$ cat src/rtl/sync_fifo_flags.sv
// sync_fifo_flags: single-clock FIFO with registered status flags.
// Provides full/empty, programmable almost-full/almost-empty, occupancy count,
// and one-cycle write-overflow / read-underflow error pulses.
// DEPTH need not be a power of two; pointers wrap explicitly at DEPTH-1 and
// carry a toggle bit so that equal pointers can be told apart as full or empty.
// Optional build macro: SYNC_FIFO_FWFT_EN selects first-word-fall-through
// read mode; when undefined the read port is registered with 1-cycle latency.
module sync_fifo_flags #(
    parameter int WIDTH      = 8,
    parameter int DEPTH      = 16,
    parameter int ADDR_WIDTH = $clog2(DEPTH),
    parameter int AF_LEVEL   = DEPTH - 4,
    parameter int AE_LEVEL   = 2
) (
    input  logic                  clk_i,
    input  logic                  rst_i,
    input  logic                  wr_en_i,
    input  logic [WIDTH-1:0]      wdata_i,
    input  logic                  rd_en_i,
    output logic [WIDTH-1:0]      rdata_o,
    output logic                  rdata_valid_o,
    output logic                  full_o,
    output logic                  empty_o,
    output logic                  almost_full_o,
    output logic                  almost_empty_o,
    output logic [ADDR_WIDTH:0]   count_o,
    output logic                  wr_err_o,
    output logic                  rd_err_o
);

    localparam logic [ADDR_WIDTH-1:0] LAST_PTR = ADDR_WIDTH'(DEPTH - 1);
    localparam logic [ADDR_WIDTH:0]   AF_CNT   = (ADDR_WIDTH + 1)'(AF_LEVEL);
    localparam logic [ADDR_WIDTH:0]   AE_CNT   = (ADDR_WIDTH + 1)'(AE_LEVEL);

    logic [WIDTH-1:0]      r_mem [DEPTH];

    logic [ADDR_WIDTH-1:0] r_wr_ptr;
    logic [ADDR_WIDTH-1:0] r_rd_ptr;
    logic                  r_wr_tog;
    logic                  r_rd_tog;
    logic [ADDR_WIDTH:0]   r_count;
    logic                  r_full;
    logic                  r_empty;
    logic                  r_almost_full;
    logic                  r_almost_empty;
    logic                  r_wr_err;
    logic                  r_rd_err;

    logic [ADDR_WIDTH-1:0] w_wr_ptr_nxt;
    logic [ADDR_WIDTH-1:0] w_rd_ptr_nxt;
    logic                  w_wr_tog_nxt;
    logic                  w_rd_tog_nxt;
    logic [ADDR_WIDTH:0]   w_count_nxt;
    logic                  w_full_nxt;
    logic                  w_empty_nxt;
    logic                  w_wr_acc;
    logic                  w_rd_acc;

    // Accept decisions use the flags registered at the start of the cycle, so
    // a simultaneous read on a full FIFO does not free a slot for the write.
    assign w_wr_acc = wr_en_i & ~r_full;
    assign w_rd_acc = rd_en_i & ~r_empty;

    // Next-state pointers, toggles, occupancy and full/empty decode.
    always_comb begin
        // NOTE: every signal gets a default first so no path leaves it unassigned (no latch).
        w_wr_ptr_nxt = r_wr_ptr;
        w_wr_tog_nxt = r_wr_tog;
        w_rd_ptr_nxt = r_rd_ptr;
        w_rd_tog_nxt = r_rd_tog;
        w_count_nxt  = r_count;

        if (w_wr_acc) begin
            if (r_wr_ptr == LAST_PTR) begin
                w_wr_ptr_nxt = '0;
                w_wr_tog_nxt = ~r_wr_tog;
            end else begin
                w_wr_ptr_nxt = r_wr_ptr + 1'b1;
            end
        end

        if (w_rd_acc) begin
            if (r_rd_ptr == LAST_PTR) begin
                w_rd_ptr_nxt = '0;
                w_rd_tog_nxt = ~r_rd_tog;
            end else begin
                w_rd_ptr_nxt = r_rd_ptr + 1'b1;
            end
        end

        case ({w_wr_acc, w_rd_acc})
            2'b10:   w_count_nxt = r_count + 1'b1;
            2'b01:   w_count_nxt = r_count - 1'b1;
            default: w_count_nxt = r_count;
        endcase

        w_empty_nxt = (w_wr_ptr_nxt == w_rd_ptr_nxt) && (w_wr_tog_nxt == w_rd_tog_nxt);
        w_full_nxt  = (w_wr_ptr_nxt == w_rd_ptr_nxt) && (w_wr_tog_nxt != w_rd_tog_nxt);
    end

    // Control state and registered flags, cleared by synchronous reset.
    always_ff @(posedge clk_i) begin
        if (rst_i) begin
            r_wr_ptr       <= '0;
            r_rd_ptr       <= '0;
            r_wr_tog       <= 1'b0;
            r_rd_tog       <= 1'b0;
            r_count        <= '0;
            r_full         <= 1'b0;
            r_empty        <= 1'b1;
            r_almost_full  <= 1'b0;
            r_almost_empty <= 1'b1;
            r_wr_err       <= 1'b0;
            r_rd_err       <= 1'b0;
        end else begin
            // NOTE: non-blocking assignments so every register samples pre-edge values.
            r_wr_ptr       <= w_wr_ptr_nxt;
            r_rd_ptr       <= w_rd_ptr_nxt;
            r_wr_tog       <= w_wr_tog_nxt;
            r_rd_tog       <= w_rd_tog_nxt;
            r_count        <= w_count_nxt;
            r_full         <= w_full_nxt;
            r_empty        <= w_empty_nxt;
            r_almost_full  <= (w_count_nxt >= AF_CNT);
            r_almost_empty <= (w_count_nxt <= AE_CNT);
            r_wr_err       <= wr_en_i & r_full;
            r_rd_err       <= rd_en_i & r_empty;
        end
    end

    // Storage array write port.
    always_ff @(posedge clk_i) begin
        // NOTE: the array has no reset; stale words are unreachable once the pointers clear.
        if (w_wr_acc) begin
            r_mem[r_wr_ptr] <= wdata_i;
        end
    end

`ifdef SYNC_FIFO_FWFT_EN
    // Head entry is always presented; forced to zero while empty so the idle value is defined.
    assign rdata_o       = r_empty ? '0 : r_mem[r_rd_ptr];
    assign rdata_valid_o = ~r_empty;
`else
    logic [WIDTH-1:0] r_rdata;
    logic             r_rdata_valid;

    // Registered read port: captures the head on an accepted read, holds otherwise.
    always_ff @(posedge clk_i) begin
        if (rst_i) begin
            r_rdata       <= '0;
            r_rdata_valid <= 1'b0;
        end else begin
            r_rdata_valid <= w_rd_acc;
            if (w_rd_acc) begin
                r_rdata <= r_mem[r_rd_ptr];
            end
        end
    end

    assign rdata_o       = r_rdata;
    assign rdata_valid_o = r_rdata_valid;
`endif

    assign full_o         = r_full;
    assign empty_o        = r_empty;
    assign almost_full_o  = r_almost_full;
    assign almost_empty_o = r_almost_empty;
    assign count_o        = r_count;
    assign wr_err_o       = r_wr_err;
    assign rd_err_o       = r_rd_err;

endmodule

$ cat config.mk
export PLATFORM = sky130hd
export DESIGN_NAME = sync_fifo_flags
export DESIGN_NICKNAME = d
export VERILOG_FILES = /design/src/rtl/sync_fifo_flags.sv
export SDC_FILE = /design/constraint.sdc
export NUM_CORES = 1
export LEC_CHECK = 0
export CAP_MARGIN = 20
export CORE_UTILIZATION = 50
export DETAILED_ROUTE_END_ITERATION = 10
export MAX_ROUTING_LAYER = met4
export PLACE_DENSITY = 0.68
export SLEW_MARGIN = 20
export SYNTH_ARGS = -nofsm -noshare
export SYNTH_HDL_FRONTEND = slang
export SYNTH_SLANG_ARGS = --single-unit
$ cat constraint.sdc
create_clock -name clk_i -period 2.8 [get_ports clk_i]
set_clock_uncertainty 0.05 [all_clocks]
set_input_delay 0.56 -clock clk_i [delete_from_list [all_inputs] [get_ports clk_i]]
set_output_delay 0.56 -clock clk_i [all_outputs]
set_load 0.02 [all_outputs]
==> impl_metrics.env, run 1 <==
export IMPL_status="complete, no violations"
export IMPL_rsz0062_at_grt="no"
export IMPL_dieHeight_um=115
export IMPL_switching_power_uw=1240
export IMPL_crit_type="in2reg"
export IMPL_wl_per_cell_um=21.0
export IMPL_startpoint_type="primary input"
export IMPL_yosys_warnings=0
export IMPL_arrival_ns=2.65
export IMPL_cts_tree="yes"
export IMPL_synth_fp_nets=394
export IMPL_ys_flop_type="edfxtp_1"
export IMPL_min_to="rdata_o[5]$_SDFFE_PP0N_"
export IMPL_fill_cells=923
export IMPL_fmax_ghz=0.420
export IMPL_ys_ff_latch=158
export IMPL_yosys_area_top_type="edfxtp_1"
export IMPL_dieArea_um2=13300
export IMPL_finalHoldViolations=0
export IMPL_synthesis_area_um2=6420
export IMPL_p_comb_frac=0.085
export IMPL_initial_core_util=0.511
export IMPL_swShare=0.236
export IMPL_holdPathStages=2
export IMPL_portBuffers=31
export IMPL_die_width_um=115
export IMPL_synth_cell_type_count=50
export IMPL_slowest_stage="clkdlybuf4s50_1"
export IMPL_htreeDepth=4
export IMPL_required_ns=3.07
export IMPL_place_hpwl_mm=7.97
export IMPL_drcViolationCount=0
export IMPL_peakVddDrop_mv=0.455
export IMPL_synth_seq_area_share=0.693
export IMPL_whs_ns=0.447
export IMPL_fp_coreArea_um2=12600
export IMPL_path_clk_slew_ns=0.06
export IMPL_synth_area_leaders="edfxtp_1 (60%), dfxtp_1 (9.4%), mux4_2 (8.1%)"
export IMPL_clkLatencyLatePin_ns=0.43
export IMPL_r2r_end="almost_empty_o$_SDFF_PP1_"
export IMPL_path_cells="clkdlybuf4s50_1 -> nand2b_1 -> clkinv_4 -> nand2_1 -> xnor2_1 -> ha_1 -> a21oi_1 -> a21boi_0 -> o31a_1 -> nor2_1 -> a41o_1"
export IMPL_nets=435
export IMPL_drv_slew=0
export IMPL_tns_ns=0
export IMPL_worstSetupEndpointType="flip-flop"
export IMPL_r2r_cells=10
export IMPL_fin_crit_ns=2.38
export IMPL_grt_start_max_net_pins=38
export IMPL_finalSetupViolations=0
export IMPL_pwr_share_clk=0.416
export IMPL_cts_max_path_buffers=2
export IMPL_drt_pass1_iter_count=5
export IMPL_multiInputGateArea_um2=1820
export IMPL_synth_edff_count=128
export IMPL_cts_resized=0
export IMPL_r2r_setup_slack_ns=0.63
export IMPL_path_max_fanout=8
export IMPL_post_place_ws_ns=0.00427
export IMPL_grt_first_pass_wirelength_mm=19.1
export IMPL_cts_buffers=17
export IMPL_synthCells=375
export IMPL_wl_mm=12.6
export IMPL_hold_buffers=0
export IMPL_clkSinkCount=158
export IMPL_antenna_left=0
export IMPL_root_buffer="clkbuf_16"
export IMPL_slowest_delay_ns=0.49
export IMPL_drt_initial_drc_count=354
export IMPL_slew_headroom=0.537
export IMPL_synth_async_sr_flop_share=0
export IMPL_avgSynthCellArea_um2=17.1
export IMPL_cts_setup_buffers=0
export IMPL_drive_gt1_frac=0.177
export IMPL_areaGrowthSynthToFinish_pct=17.1
export IMPL_setup_slack_ns=0.419
export IMPL_num_antenna_cells=0
export IMPL_row_count=41
export IMPL_powerDensity_nw_per_um2=701
export IMPL_hold_path_class="reg2reg"
export IMPL_max_cap_violations=0
export IMPL_routabilityCongestion=0.861
export IMPL_viasPerCell=5.67
export IMPL_grt_usage=0.214
export IMPL_tightest_slew_ns=0.692
export IMPL_leakage_uw=0.00248
export IMPL_synth_top_cell_area_share=0.599
export IMPL_worstReg2RegStart="empty_o$_SDFF_PP1_"
export IMPL_ios=32
export IMPL_finalCritPeriodShare=0.850
export IMPL_p_seq_frac=0.499
export IMPL_vias=3405
export IMPL_grt_overflow_total=0
export IMPL_min_from="rdata_o[5]$_SDFFE_PP0N_"
export IMPL_antenna_found_initial=0
export IMPL_power_internal_uw=4030
export IMPL_regArea_um2=4450
export IMPL_grt_pass1_vias=3255
[cell families after synthesis]
family / count (synthesis) / share of synthesized area
adder cells (fa/ha/maj): 7 / 0.0136
flip-flops: 158 / 0.693
AO/OA/AOI/OAI: 59 / 0.0626
AND/OR/NAND/NOR: 80 / 0.0700
multiplexers: 35 / 0.122
buffers and inverters: 26 / 0.0242
XOR/XNOR: 10 / 0.0148
[flip-flops by register name, indices dropped and copies added, names as in the netlist]
register / cells
almost_empty_o: 1
almost_full_o: 1
count_o: 5
empty_o: 1
full_o: 1
r_mem: 128
r_rd_ptr: 4
r_rd_tog: 1
r_wr_ptr: 4
r_wr_tog: 1
rd_err_o: 1
rdata_o: 8
rdata_valid_o: 1
wr_err_o: 1
[synthesized netlist by cell type (2+ instances only)]
| master | instances |
|---|---|
| edfxtp_1 | 128 |
| o31a_1 | 2 |
| nand3b_1 | 2 |
| nor3_1 | 3 |
| inv_1 | 4 |
| clkbuf_1 | 5 |
| a22oi_1 | 17 |
| nand2_1 | 5 |
| buf_1 | 2 |
| a31oi_1 | 2 |
| or3_1 | 2 |
| o31ai_1 | 3 |
| buf_2 | 6 |
| nand2b_1 | 2 |
| nand3_1 | 3 |
| o21ai_0 | 2 |
| and2_1 | 16 |
| and3_2 | 2 |
| xor2_1 | 2 |
| nor2b_1 | 4 |
| mux4_2 | 23 |
| o22ai_1 | 2 |
| nor2_1 | 30 |
| mux2i_1 | 3 |
| buf_6 | 5 |
| xnor2_1 | 7 |
| nor4_1 | 2 |
| ha_1 | 7 |
| a21o_1 | 3 |
| a21oi_1 | 23 |
| mux4_1 | 9 |
| dfxtp_1 | 30 |
| and4b_1 | 2 |
[stage by stage]
stage          cell area (um^2)  std cells  utilization  power (uW)
6_report                   7520        601        0.598        5270
5_1_grt                    7520        601        0.598        5450
4_1_cts                    7520        601        0.598        5300
3_5_place_dp               6950        569        0.553        3130
3_3_place_gp               6950        569        0.553        3120
2_1_floorplan              6420        375            -        2950
[power groups by stage]
| stage | logic [uW] | clock network [uW] | registers (uW) |
|---|---|---|---|
| 6_report | 449 | 2190 | 2630 |
| 5_1_grt | 485 | 2330 | 2630 |
| 4_1_cts | 453 | 2220 | 2630 |
| 3_5_place_dp | 450 | 0 | 2680 |
| 3_3_place_gp | 442 | 0 | 2670 |
| 2_1_floorplan | 254 | 0 | 2690 |
[critical path, delay by kind of cell]
family | cells | cell delay (ns)
compound gates | 4 | 0.87
simple gates | 3 | 0.26
fa+ha+maj | 1 | 0.23
xor+xnor | 1 | 0.13
buf+inv | 2 | 0.59
[cell type report]
type / instances / area share
Sequential cell: 158 / 0.591
Timing Repair Buffer: 42 / 0.0589
Tap cell: 172 / 0.0286
Multi-Input combinational cell: 191 / 0.242
Clock inverter: 15 / 0.0185
Inverter: 6 / 0.00400
Clock buffer: 17 / 0.0566
[cells in the final DEF, fill, tap and decap left out, types with 3 or more instances in the layout]
cell             instances
a21o_1                   3
a21oi_1                 23
a22oi_1                 17
and2_1                  16
buf_12                   4
buf_4                    7
clkbuf_16               17
clkdlybuf4s50_1         31
clkinv_4                 4
clkinvlp_4               5
dfxtp_1                 29
edfxtp_1               128
ha_1                     7
inv_1                    4
inv_6                    3
mux2i_1                  3
mux4_1                   9
mux4_2                  23
nand2_1                  5
nand3_1                  3
nor2_1                  30
nor2b_1                  4
nor3_1                   3
o31ai_1                  3
xnor2_1                  7
[metal layers]
layer / track usage / routed length (um) / vias up
met5: - / 0 / -
met4: 0.0857 / 210 / 0
met3: 0.0464 / 827 / 19
met2: 0.307 / 6000 / 118
met1: 0.300 / 5590 / 1704
li1: - / - / 1564
[how the worst max path moves through the flow]
| stage | depth (start not counted) | slack (ns) | start | to |
|---|---|---|---|---|
| global placement | 11 | 0.09 | rd_en_i | almost_empty_o$_SDFF_PP1_ |
| global route | 11 | 0.26 | rd_en_i | almost_empty_o$_SDFF_PP1_ |
| finish | 11 | 0.42 | rd_en_i | almost_empty_o$_SDFF_PP1_ |
| CTS | 11 | 0.43 | rd_en_i | almost_empty_o$_SDFF_PP1_ |
| floorplan | 9 | 0.62 | rd_en_i | almost_empty_o$_SDFF_PP1_ |
| detailed placement | 11 | 0.004 | rd_en_i | almost_empty_o$_SDFF_PP1_ |
(Power assumes the default switching activity.)
==> run 2: changes to the inputs <==
CTS_CLUSTER_DIAMETER = 50   (was not set)
RECOVER_POWER = 50   (was not set)
==> run 2 against run 1 <==
Effect of this change:
- routed wire length fell by 0.23%
- via count decreased by 0.73%
- core utilization is 0.28 points lower
- largest power group unchanged
- global-route usage stayed put
- largest cell class unchanged
==> impl_metrics.env, run 2 (synthesized netlist as in run 1, its figures left out) <==
export IMPL_status="complete, no violations"
export IMPL_r2r_end="almost_empty_o$_SDFF_PP1_"
export IMPL_place_hpwl_mm=7.97
export IMPL_peakVddDrop_mv=0.449
export IMPL_drt_pass1_iter_count=5
export IMPL_ios=32
export IMPL_tightest_slew_ns=0.700
export IMPL_arrival_ns=2.74
export IMPL_initial_core_util=0.511
export IMPL_fin_util=0.595
export IMPL_grt_pass1_vias=3255
export IMPL_critPathTopFamily="simple AND/OR/NAND/NOR gates"
export IMPL_max_cap_violations=0
export IMPL_grt_usage=0.214
export IMPL_drt_initial_drc_count=317
export IMPL_mostFrequentLayoutCells="edfxtp_1 (128), nor2_1 (30), dfxtp_1 (30)"
export IMPL_row_count=41
export IMPL_cts_tree="yes"
export IMPL_whs_ns=0.446
export IMPL_largest_reg_flops=128
export IMPL_finalSetupViolations=0
export IMPL_worst_path_buf_inv=2
export IMPL_drcViolationCount=0
export IMPL_fmax_ghz=0.403
export IMPL_hold_path_class="reg2reg"
export IMPL_root_buffer="clkbuf_16"
export IMPL_r2r_setup_slack_ns=0.63
export IMPL_fill_cells=930
export IMPL_drive_gt1_frac=0.163
export IMPL_dieArea_um2=13300
export IMPL_cts_setup_buffers=0
export IMPL_finalCritPeriodShare=0.886
export IMPL_num_antenna_cells=0
export IMPL_cts_max_path_buffers=2
export IMPL_slowest_stage="dlygate4sd3_1"
export IMPL_wl_per_cell_um=21.0
export IMPL_portBuffers=31
export IMPL_slew_headroom=0.532
export IMPL_fp_coreArea_um2=12600
export IMPL_postLayoutCellArea_um2=7480
export IMPL_vias=3380
export IMPL_clkLatencyLatePin_ns=0.42
export IMPL_crit_type="in2reg"
export IMPL_path_cells="dlygate4sd3_1 -> nand2b_1 -> clkinv_4 -> nand2_1 -> xnor2_1 -> ha_1 -> a21oi_1 -> a21boi_0 -> nor4_1 -> nor2_1 -> a41o_1"
export IMPL_path_max_fanout=8
export IMPL_worstSetupEndpointType="flip-flop"
export IMPL_fin_crit_ns=2.48
export IMPL_holdPathStages=2
export IMPL_clkSinkCount=158
export IMPL_grt_start_max_net_pins=38
export IMPL_r2r_cells=10
export IMPL_multiInputGateArea_um2=1790
export IMPL_path_clk_slew_ns=0.06
export IMPL_cts_buffers=17
export IMPL_grt_overflow_total=0
export IMPL_routabilityCongestion=0.861
export IMPL_areaGrowthSynthToFinish_pct=16.6
export IMPL_place_area_um2=6950
export IMPL_cts_resized=0
export IMPL_rsz0062_at_grt="no"
export IMPL_finalHoldViolations=0
export IMPL_antenna_found_initial=0
export IMPL_die_width_um=115
export IMPL_min_from="rdata_o[5]$_SDFFE_PP0N_"
export IMPL_worstReg2RegStart="empty_o$_SDFF_PP1_"
export IMPL_viasPerCell=5.62
export IMPL_grt_first_pass_wirelength_mm=19.1
export IMPL_powerDensity_nw_per_um2=702
export IMPL_wl_mm=12.6
export IMPL_tns_ns=0
export IMPL_htreeDepth=4
export IMPL_slowest_delay_ns=0.57
export IMPL_nets=435
export IMPL_min_to="rdata_o[5]$_SDFFE_PP0N_"
export IMPL_regArea_um2=4440
export IMPL_regMostFlops="r_mem"
export IMPL_final_common_cell="edfxtp_1"
export IMPL_antenna_left=0
export IMPL_startpoint_type="primary input"
export IMPL_required_ns=3.06
export IMPL_drv_slew=0
export IMPL_hold_buffers=0
export IMPL_leakage_uw=0.00247
export IMPL_dieHeight_um=115
[run 2: worst reg2reg max path: stages, from the launching register on]
cell and delay [ns]:
dfxtp_1 0.36, nand2b_1 0.20, clkinv_4 0.11, nand2_1 0.09
xnor2_1 0.12, ha_1 0.23, a21oi_1 0.07, a21boi_0 0.16
nor4_1 0.36, nor2_1 0.10, a41o_1 0.22
[run 2: worst max-delay path by stage]
stage	startpoint	endpoint	slack (ns)	cells past startpoint
after global routing	rd_en_i	almost_empty_o$_SDFF_PP1_	0.15	11
after detailed placement	rd_en_i	almost_empty_o$_SDFF_PP1_	0.004	11
after global placement	rd_en_i	almost_empty_o$_SDFF_PP1_	0.09	11
final	rd_en_i	almost_empty_o$_SDFF_PP1_	0.32	11
after floorplan	rd_en_i	almost_empty_o$_SDFF_PP1_	0.62	9
after CTS	rd_en_i	almost_empty_o$_SDFF_PP1_	0.43	11
[run 2: area by class of cell]
| cell class | instances | area share |
|---|---|---|
| multi-input cells | 191 | 0.240 |
| flip-flops and latches | 158 | 0.594 |
| clock inverters | 15 | 0.0186 |
| inverters | 6 | 0.00401 |
| repair buffers | 42 | 0.0582 |
| clock buffers | 17 | 0.0569 |
| well taps | 172 | 0.0288 |
[run 2: per-layer routing]
layer / track usage / share of wire / wire length, um
met1: 0.300 / 0.46 / 5780
met2: 0.307 / 0.47 / 5950
met3: 0.0464 / 0.058 / 732
met4: 0.0857 / 0.011 / 135
met5: - / 0 / 0
[run 2: metrics by stage]
stage / power (uW) / std cells / setup WS, ns
floorplan: 2950 / 375 / 0.621
global placement: 3120 / 569 / 0.0891
detailed placement: 3130 / 569 / 0.00427
CTS: 5300 / 601 / 0.428
global route: 5440 / 601 / 0.154
finish: 5250 / 601 / 0.320
[run 2: power breakdown]
group          leakage, uW  total (uW)  internal, uW  switching (uW)
sequential         0.00140        2630          2590            39.1
clock             0.000259        2180          1230             952
combinational     0.000806         443           202             242
